`src/rtl/element_readback_controller.sv`:
```
// Steps through stored element records one at a time: fetches each record,
// splits it into display fields, and advances on a go press-release.
module element_readback_controller #(
    parameter int ADDR_W = 5
) (
    input  logic              clk,
    input  logic              program_resetn,
    input  logic              start_readback,
    input  logic              go,
    input  logic              rewind,
    input  logic [ADDR_W:0]   element_count,
    output logic [ADDR_W-1:0] mem_addr,
    output logic              mem_rd_en,
    input  logic [31:0]       mem_rdata,
    output logic [2:0]        elem_type,
    output logic [9:0]        elem_value,
    output logic [3:0]        elem_exponent,
    output logic [3:0]        elem_node_a,
    output logic [3:0]        elem_node_b,
    output logic [ADDR_W-1:0] elem_index,
    output logic              elem_valid,
    output logic              end_readback,
    output logic [2:0]        current_state
);

    localparam logic [2:0] IDLE      = 3'd0;
    localparam logic [2:0] FETCH     = 3'd1;
    localparam logic [2:0] WAIT_DATA = 3'd2;
    localparam logic [2:0] SHOW      = 3'd3;
    localparam logic [2:0] SHOW_WAIT = 3'd4;
    localparam logic [2:0] NEXT      = 3'd5;
    localparam logic [2:0] DONE      = 3'd6;

    localparam logic [ADDR_W:0] CAPACITY = {1'b1, {ADDR_W{1'b0}}};
    localparam logic [ADDR_W:0] ONE      = {{ADDR_W{1'b0}}, 1'b1};

    logic [2:0]        state;
    logic [2:0]        state_nxt;
    logic [ADDR_W-1:0] index;
    logic [ADDR_W-1:0] index_nxt;
    logic              armed;
    logic [ADDR_W:0]   eff_count;
    logic [ADDR_W:0]   index_plus_one;
    logic              last_elem;
    logic              count_zero;
    logic              unused_rdata_bits;

    assign eff_count      = (element_count > CAPACITY) ? CAPACITY : element_count;
    assign index_plus_one = {1'b0, index} + ONE;
    assign last_elem      = (index_plus_one >= eff_count);
    assign count_zero     = (element_count == '0);

    assign unused_rdata_bits = ^mem_rdata[31:25];

    always_comb begin
        state_nxt = state;
        index_nxt = index;
        if (rewind && (state != IDLE)) begin
            index_nxt = '0;
            state_nxt = count_zero ? DONE : FETCH;
        end else begin
            case (state)
                IDLE: begin
                    if (start_readback) begin
                        index_nxt = '0;
                        state_nxt = count_zero ? DONE : FETCH;
                    end
                end
                FETCH:     state_nxt = WAIT_DATA;
                WAIT_DATA: state_nxt = SHOW;
                SHOW: begin
                    if (go && armed) begin
                        state_nxt = SHOW_WAIT;
                    end
                end
                SHOW_WAIT: begin
                    if (!go) begin
                        state_nxt = NEXT;
                    end
                end
                NEXT: begin
                    if (last_elem) begin
                        state_nxt = DONE;
                    end else begin
                        index_nxt = index_plus_one[ADDR_W-1:0];
                        state_nxt = FETCH;
                    end
                end
                DONE: begin
                    if (!start_readback) begin
                        state_nxt = IDLE;
                    end
                end
                default: state_nxt = IDLE;
            endcase
        end
    end

    always_ff @(posedge clk or negedge program_resetn) begin
        if (!program_resetn) begin
            state <= IDLE;
            index <= '0;
        end else begin
            state <= state_nxt;
            index <= index_nxt;
        end
    end

    // A press only counts once go has been seen low after the previous one,
    // so a button still held when SHOW is entered cannot skip an element.
    always_ff @(posedge clk or negedge program_resetn) begin
        if (!program_resetn) begin
            armed <= 1'b0;
        end else if (state == SHOW) begin
            armed <= armed | ~go;
        end else begin
            armed <= ~go;
        end
    end

    always_ff @(posedge clk or negedge program_resetn) begin
        if (!program_resetn) begin
            elem_type     <= '0;
            elem_value    <= '0;
            elem_exponent <= '0;
            elem_node_a   <= '0;
            elem_node_b   <= '0;
        end else if (state == WAIT_DATA) begin
            elem_type     <= mem_rdata[2:0];
            elem_value    <= mem_rdata[12:3];
            elem_exponent <= mem_rdata[16:13];
            elem_node_a   <= mem_rdata[20:17];
            elem_node_b   <= mem_rdata[24:21];
        end
    end

    assign mem_addr      = index;
    assign mem_rd_en     = (state == FETCH);
    assign elem_index    = index;
    assign elem_valid    = (state == SHOW) || (state == SHOW_WAIT);
    assign end_readback  = (state == DONE);
    assign current_state = state;

endmodule
```
`config.mk`:
```
export PLATFORM = sky130hd
export DESIGN_NAME = element_readback_controller
export DESIGN_NICKNAME = d
export VERILOG_FILES = /design/src/rtl/element_readback_controller.sv
export SDC_FILE = /design/constraint.sdc
export NUM_CORES = 1
export LEC_CHECK = 0
export CORE_UTILIZATION = 40
export CTS_CLUSTER_SIZE = 10
export DETAILED_ROUTE_END_ITERATION = 6
export PLACE_DENSITY = 0.79
export SLEW_MARGIN = 20
export SYNTH_ARGS = -nofsm -noshare
export SYNTH_HDL_FRONTEND = slang
export SYNTH_SLANG_ARGS = --single-unit
```
`constraint.sdc`:
```
create_clock -name clk -period 3.8 [get_ports clk]
set_input_delay 0.38 -clock clk [delete_from_list [all_inputs] [get_ports clk]]
set_output_delay 0.38 -clock clk [all_outputs]
set_load 0.01 [all_outputs]
```
== Word-level counts from Yosys, hierarchy flattened ==
Index checks and enable logic that the tools add are counted.

* Word-level logic and storage cells: 47
* Register bits: 34
* Input bits: 43
* Output and inout port bits: 41

* Equal/unequal tests: 11
* Mux-type cells: 14
* Reductions and logical operators: 9
* Add/subtract/negate cells: 1
* $lt $le $gt $ge: 2
* Bitwise logic cells: 2

{| class="wikitable"
|+ Operators by type and width
! kind !! number
|-
| $mux W3 || 7
|-
| $pmux W3 S7 || 1
|-
| $mux W5 || 3
|-
| $ne A3 B3 Y1 const B || 4
|-
| $pmux W5 S2 || 1
|-
| $eq A3 B3 Y1 const B || 3
|-
| $add A5 B1 Y6 const B || 1
|-
| $eq A3 B2 Y1 const B || 2
|-
| $ge A6 B6 Y1 || 1
|-
| $gt A6 B6 Y1 const B || 1
|-
| $logic_not A6 Y1 || 1
|-
| $mux W6 || 1
|-
| $reduce_bool A3 Y1 || 2
|-
| $reduce_and A4 Y1 || 1
|-
| $eq A3 B1 Y1 const B || 1
|-
| $logic_not A3 Y1 || 1
|-
| $ne A3 B2 Y1 const B || 1
|-
| $reduce_and A3 Y1 || 1
|-
| $logic_and A1 B1 Y1 || 2
|-
| $logic_or A1 B1 Y1 || 1
|-
| $mux W1 || 1
|-
| $not A1 Y1 || 1
|-
| $or A1 B1 Y1 || 1
|}

== Depth between registers and ports, before layout ==
* Depth in word-level cells: 6
* Gate-level depth with buffers: 9
* Gate-level depth less buffers: 9

== Worst setup path before layout ==
No wires, ideal clock.

* Path type: reg-to-reg
* Start point: register index[0], in the netlist elem_index[0]
* End point: register index[0], in the netlist elem_index[0]
* Buffers on the path: 0
* Period minus slack after synthesis: 2.269 ns
* Data required time: 3.675 ns
* Arrival time: 2.144 ns
* Stages on the path, launching flop included: 10
* Setup slack: 1.531 ns
* Setup time: 0.125 ns
* Cell sequence: dfrtp_1 > ha_1 > nand3_1 > xnor2_1 > ha_1 > nand2_1 > o21a_1 > o211ai_1 > a21boi_4 > mux2_2

* Longest elaborated chain between the ends: 4

{| class="wikitable"
|+ RTL lines
! what !! line !! source
|-
| start: declaration || 39 || <nowiki>logic [ADDR_W-1:0] index;</nowiki>
|-
| start signal: assignment || 105 || <nowiki>index <= index_nxt;</nowiki>
|-
| $add A5 B1 Y6 * || 49 || <nowiki>assign index_plus_one = {1'b0, index} + ONE;</nowiki>
|-
| $ge A6 B6 Y1 or $mux W5 (tied branches) || 50, 82 ||
|-
| $ne A3 B3 Y1 (no line) or $pmux W5 S2 (tied branches) || - ||
|-
| $reduce_and A3 Y1 (no line) or $mux W5 (tied branches) || - ||
|}

Every way passes the cells marked *; elsewhere a longest branch is shown, timed or not. The select of a mux whose other input is x is not followed.
A chain may end at the register's enable or synchronous reset.

== Worst setup path after layout ==
Same ends and word-level chain as after synthesis.

==> impl_metrics.env <==
export IMPL_setup_viol=0
export IMPL_dp_hpwl_mm=2.84
export IMPL_clock_latency_ps=280
export IMPL_grt_pass1_wl_mm=6.74
export IMPL_multi_input_area_um2=880
export IMPL_setup_tns_ps=0
export IMPL_vias=1451
export IMPL_cts_buffers=5
export IMPL_syn_inst=158
export IMPL_synthTopCellsByArea="dfrtp_1 47%, mux2_2 18%, ha_1 4.8%, nand2_1 3.3%, buf_4 2.1%"
export IMPL_start_util_pct=41.8
export IMPL_fmax_mhz=405
export IMPL_cp_slowest_cell="dfrtp_1"
export IMPL_rr_startpoint="elem_index[0]$_DFFE_PN0P_"
export IMPL_combinationalPowerShare_pct=49.7
export IMPL_design_die_area_um2=4820
export IMPL_coreArea_um2=4350
export IMPL_ys_flop_type="dfrtp_1"
export IMPL_crit_start="elem_index[0]$_DFFE_PN0P_"
export IMPL_numPortBuffers=76
export IMPL_routedWlPerCell_um=13.4
export IMPL_synth_nets=208
export IMPL_synth_area_um2=1820
export IMPL_slew_viol_final=0
export IMPL_cp_required_ps=3970
export IMPL_ir_drop_uv=416
export IMPL_cts_buffer_depth=2
export IMPL_cts_root_buffer="clkbuf_8"
export IMPL_synth_top_area_share_pct=46.8
export IMPL_critical_path_class="flip-flop to flip-flop"
export IMPL_viasPerCell=5.07
export IMPL_final_hold_viol_count=0
export IMPL_post_cts_resized=0
export IMPL_cp_cell_sequence="ha_1, nand3_1, xnor2_1, ha_1, nand2_1, o21a_1, o211ai_1, a21boi_4, mux2_2"
export IMPL_ys_warn_count=0
export IMPL_firstDrtPassIters=4
export IMPL_path_common_cell="ha_1"
export IMPL_nets=283
export IMPL_place_congestion=0.831
export IMPL_diodes=0
export IMPL_clock_sinks=34
export IMPL_cts_tree="yes"
export IMPL_p_seq_share_pct=35.1
export IMPL_clk_pin_slew_ps=70
export IMPL_clkPwrFrac_pct=15.3
export IMPL_outcome="finished clean"
export IMPL_grt_use_total_pct=17.8
export IMPL_p_int_uw=1210
export IMPL_cp_arrival_ps=2640
export IMPL_drtIter0Drc=47
export IMPL_swShare_pct=32.5
export IMPL_postCtsSetupRepairBufs=0
export IMPL_syn_area_per_cell_um2=11.5
export IMPL_drc=0
export IMPL_grt_max_degree=35
export IMPL_yosysSeqAreaShare_pct=46.8
export IMPL_layout_min_cycle_time_ps=2470
export IMPL_synth_edf_count=0
export IMPL_final_cell_mix="76 x clkdlybuf4s50_1, 34 x dfrtp_1, 29 x mux2_2"
export IMPL_io_pins=84
export IMPL_cp_end_kind="flip-flop"
export IMPL_period_share_pct=64.9
export IMPL_synth_area_leader_cell="dfrtp_1"
export IMPL_wl_mm=3.84
export IMPL_slowest_delay_ps=460
export IMPL_synth_distinct_cells=41
export IMPL_layout_commonest_cell="clkdlybuf4s50_1"
export IMPL_num_rows=24
export IMPL_fp_dieW_um=69.4
export IMPL_antenna_found_initial=0
export IMPL_slew_headroom_pct=56.9
export IMPL_path_max_fanout=7
export IMPL_tightest_slew_ps=644
export IMPL_worstHoldPathType="flip-flop to flip-flop"
export IMPL_grt_pass1_vias=1537
export IMPL_postCtsHoldBufs=0
export IMPL_ys_ff_latch=34
export IMPL_drv_cap=0
export IMPL_finClkSkew_ps=1.54
export IMPL_area_delta_synth_final_pct=48.2
export IMPL_ant_nets=0
export IMPL_fillCellCount=358
export IMPL_fp_dieH_um=69.4
export IMPL_power_density_nw_per_um2=667
export IMPL_rsz0062_at_grt="false"
export IMPL_grt_overflow_total=0
export IMPL_p_switching_uw=584
export IMPL_htree_levels=2
export IMPL_start_kind="flip-flop"
export IMPL_p_leak_uw=0.00115
export IMPL_seqCellArea_um2=851
export IMPL_p_total_uw=1800
export IMPL_drive_gt1_share_pct=19.2
export IMPL_synth_async_reset_ratio_pct=100
export IMPL_worst_hold_startpoint="armed$_DFF_PN0_"
## cell type report
| cell class | count | area share, % |
|---|---|---|
| clock buffers | 7 | 3.20 |
| clock inverters | 1 | 0.186 |
| inverters | 7 | 0.974 |
| multi-input cells | 107 | 32.6 |
| flip-flops and latches | 34 | 31.6 |
| well taps | 52 | 2.41 |
| repair buffers | 78 | 29.0 |
## synthesized netlist by cell type (2+ instances only)
cell,n
a21oi_1,6
and3_1,2
buf_2,4
buf_4,5
dfrtp_1,34
ha_1,7
inv_1,7
mux2_2,29
nand2_1,16
nand3_1,2
nor2_1,9
nor2b_1,5
o21ai_0,2
o22ai_1,2
xnor2_1,2
## metrics by stage
stage	cell area [um2]	util (%)	setup WS, ps	std cells	hold slack, ps
floorplan	1820	-	1530	158	84.4
global placement	2590	59.5	1240	277	460
detailed placement	2610	59.8	1230	278	471
CTS	2700	61.9	1300	286	488
global route	2700	61.9	1120	286	523
finish	2700	61.9	1330	286	488
## critical path: cells and delay by family, from the launching register on
| kind | cells | cell delay (ps) |
|---|---|---|
| AOI/OAI and AO/OA | 3 | 610 |
| adders and majority gates | 2 | 540 |
| xor gates and xnor gates | 1 | 220 |
| DFF | 1 | 460 |
| and+or+nand+nor | 2 | 180 |
| muxes | 1 | 350 |
## metal layers
layer  track usage, %  up-vias  wire length, um
li1                 -      703                -
met4             6.80        0               46
met3             7.85        4              412
met2             27.6       59             1770
met5                0        -                0
met1             21.8      685             1600
## logic make-up (layout without fill, tap and decap cells)
| kind of cell | after synthesis | after routing | synth area share, % |
|---|---|---|---|
| compound gates | 21 | 21 | 10.2 |
| xor+xnor | 3 | 3 | 1.44 |
| fa+ha+maj | 7 | 7 | 4.81 |
| buf+inv | 17 | 93 | 5.23 |
| flops | 34 | 34 | 46.8 |
| mux | 30 | 30 | 18.5 |
| simple gates | 46 | 46 | 13.1 |
## sequential cells by signal (all words and copies together) (netlist names)
register       cells
elem_type          3
armed              1
elem_index         5
elem_exponent      4
current_state      3
elem_node_b        4
elem_value        10
elem_node_a        4
## path summary, 6_finish.rpt
path                                             end  slack [ps]  cells past startpoint
min in group asynchronous  elem_value[3]$_DFFE_PN0P_         500                      2
min reg2reg                          armed$_DFF_PN0_         490                      2
max reg2reg                elem_index[0]$_DFFE_PN0P_        1330                      9
max                        elem_index[0]$_DFFE_PN0P_        1330                      9
min                                  armed$_DFF_PN0_         490                      2
max in group asynchronous  elem_index[4]$_DFFE_PN0P_        3000                      2
## power groups by stage
stage | sequential, uW | clock [uW] | combinational, uW
CTS | 633 | 284 | 905
finish | 630 | 275 | 893
detailed placement | 637 | 0 | 898
global placement | 628 | 0 | 882
floorplan | 671 | 0 | 420
global route | 658 | 297 | 964
Note: power is estimated with default switching activity, not from simulation.
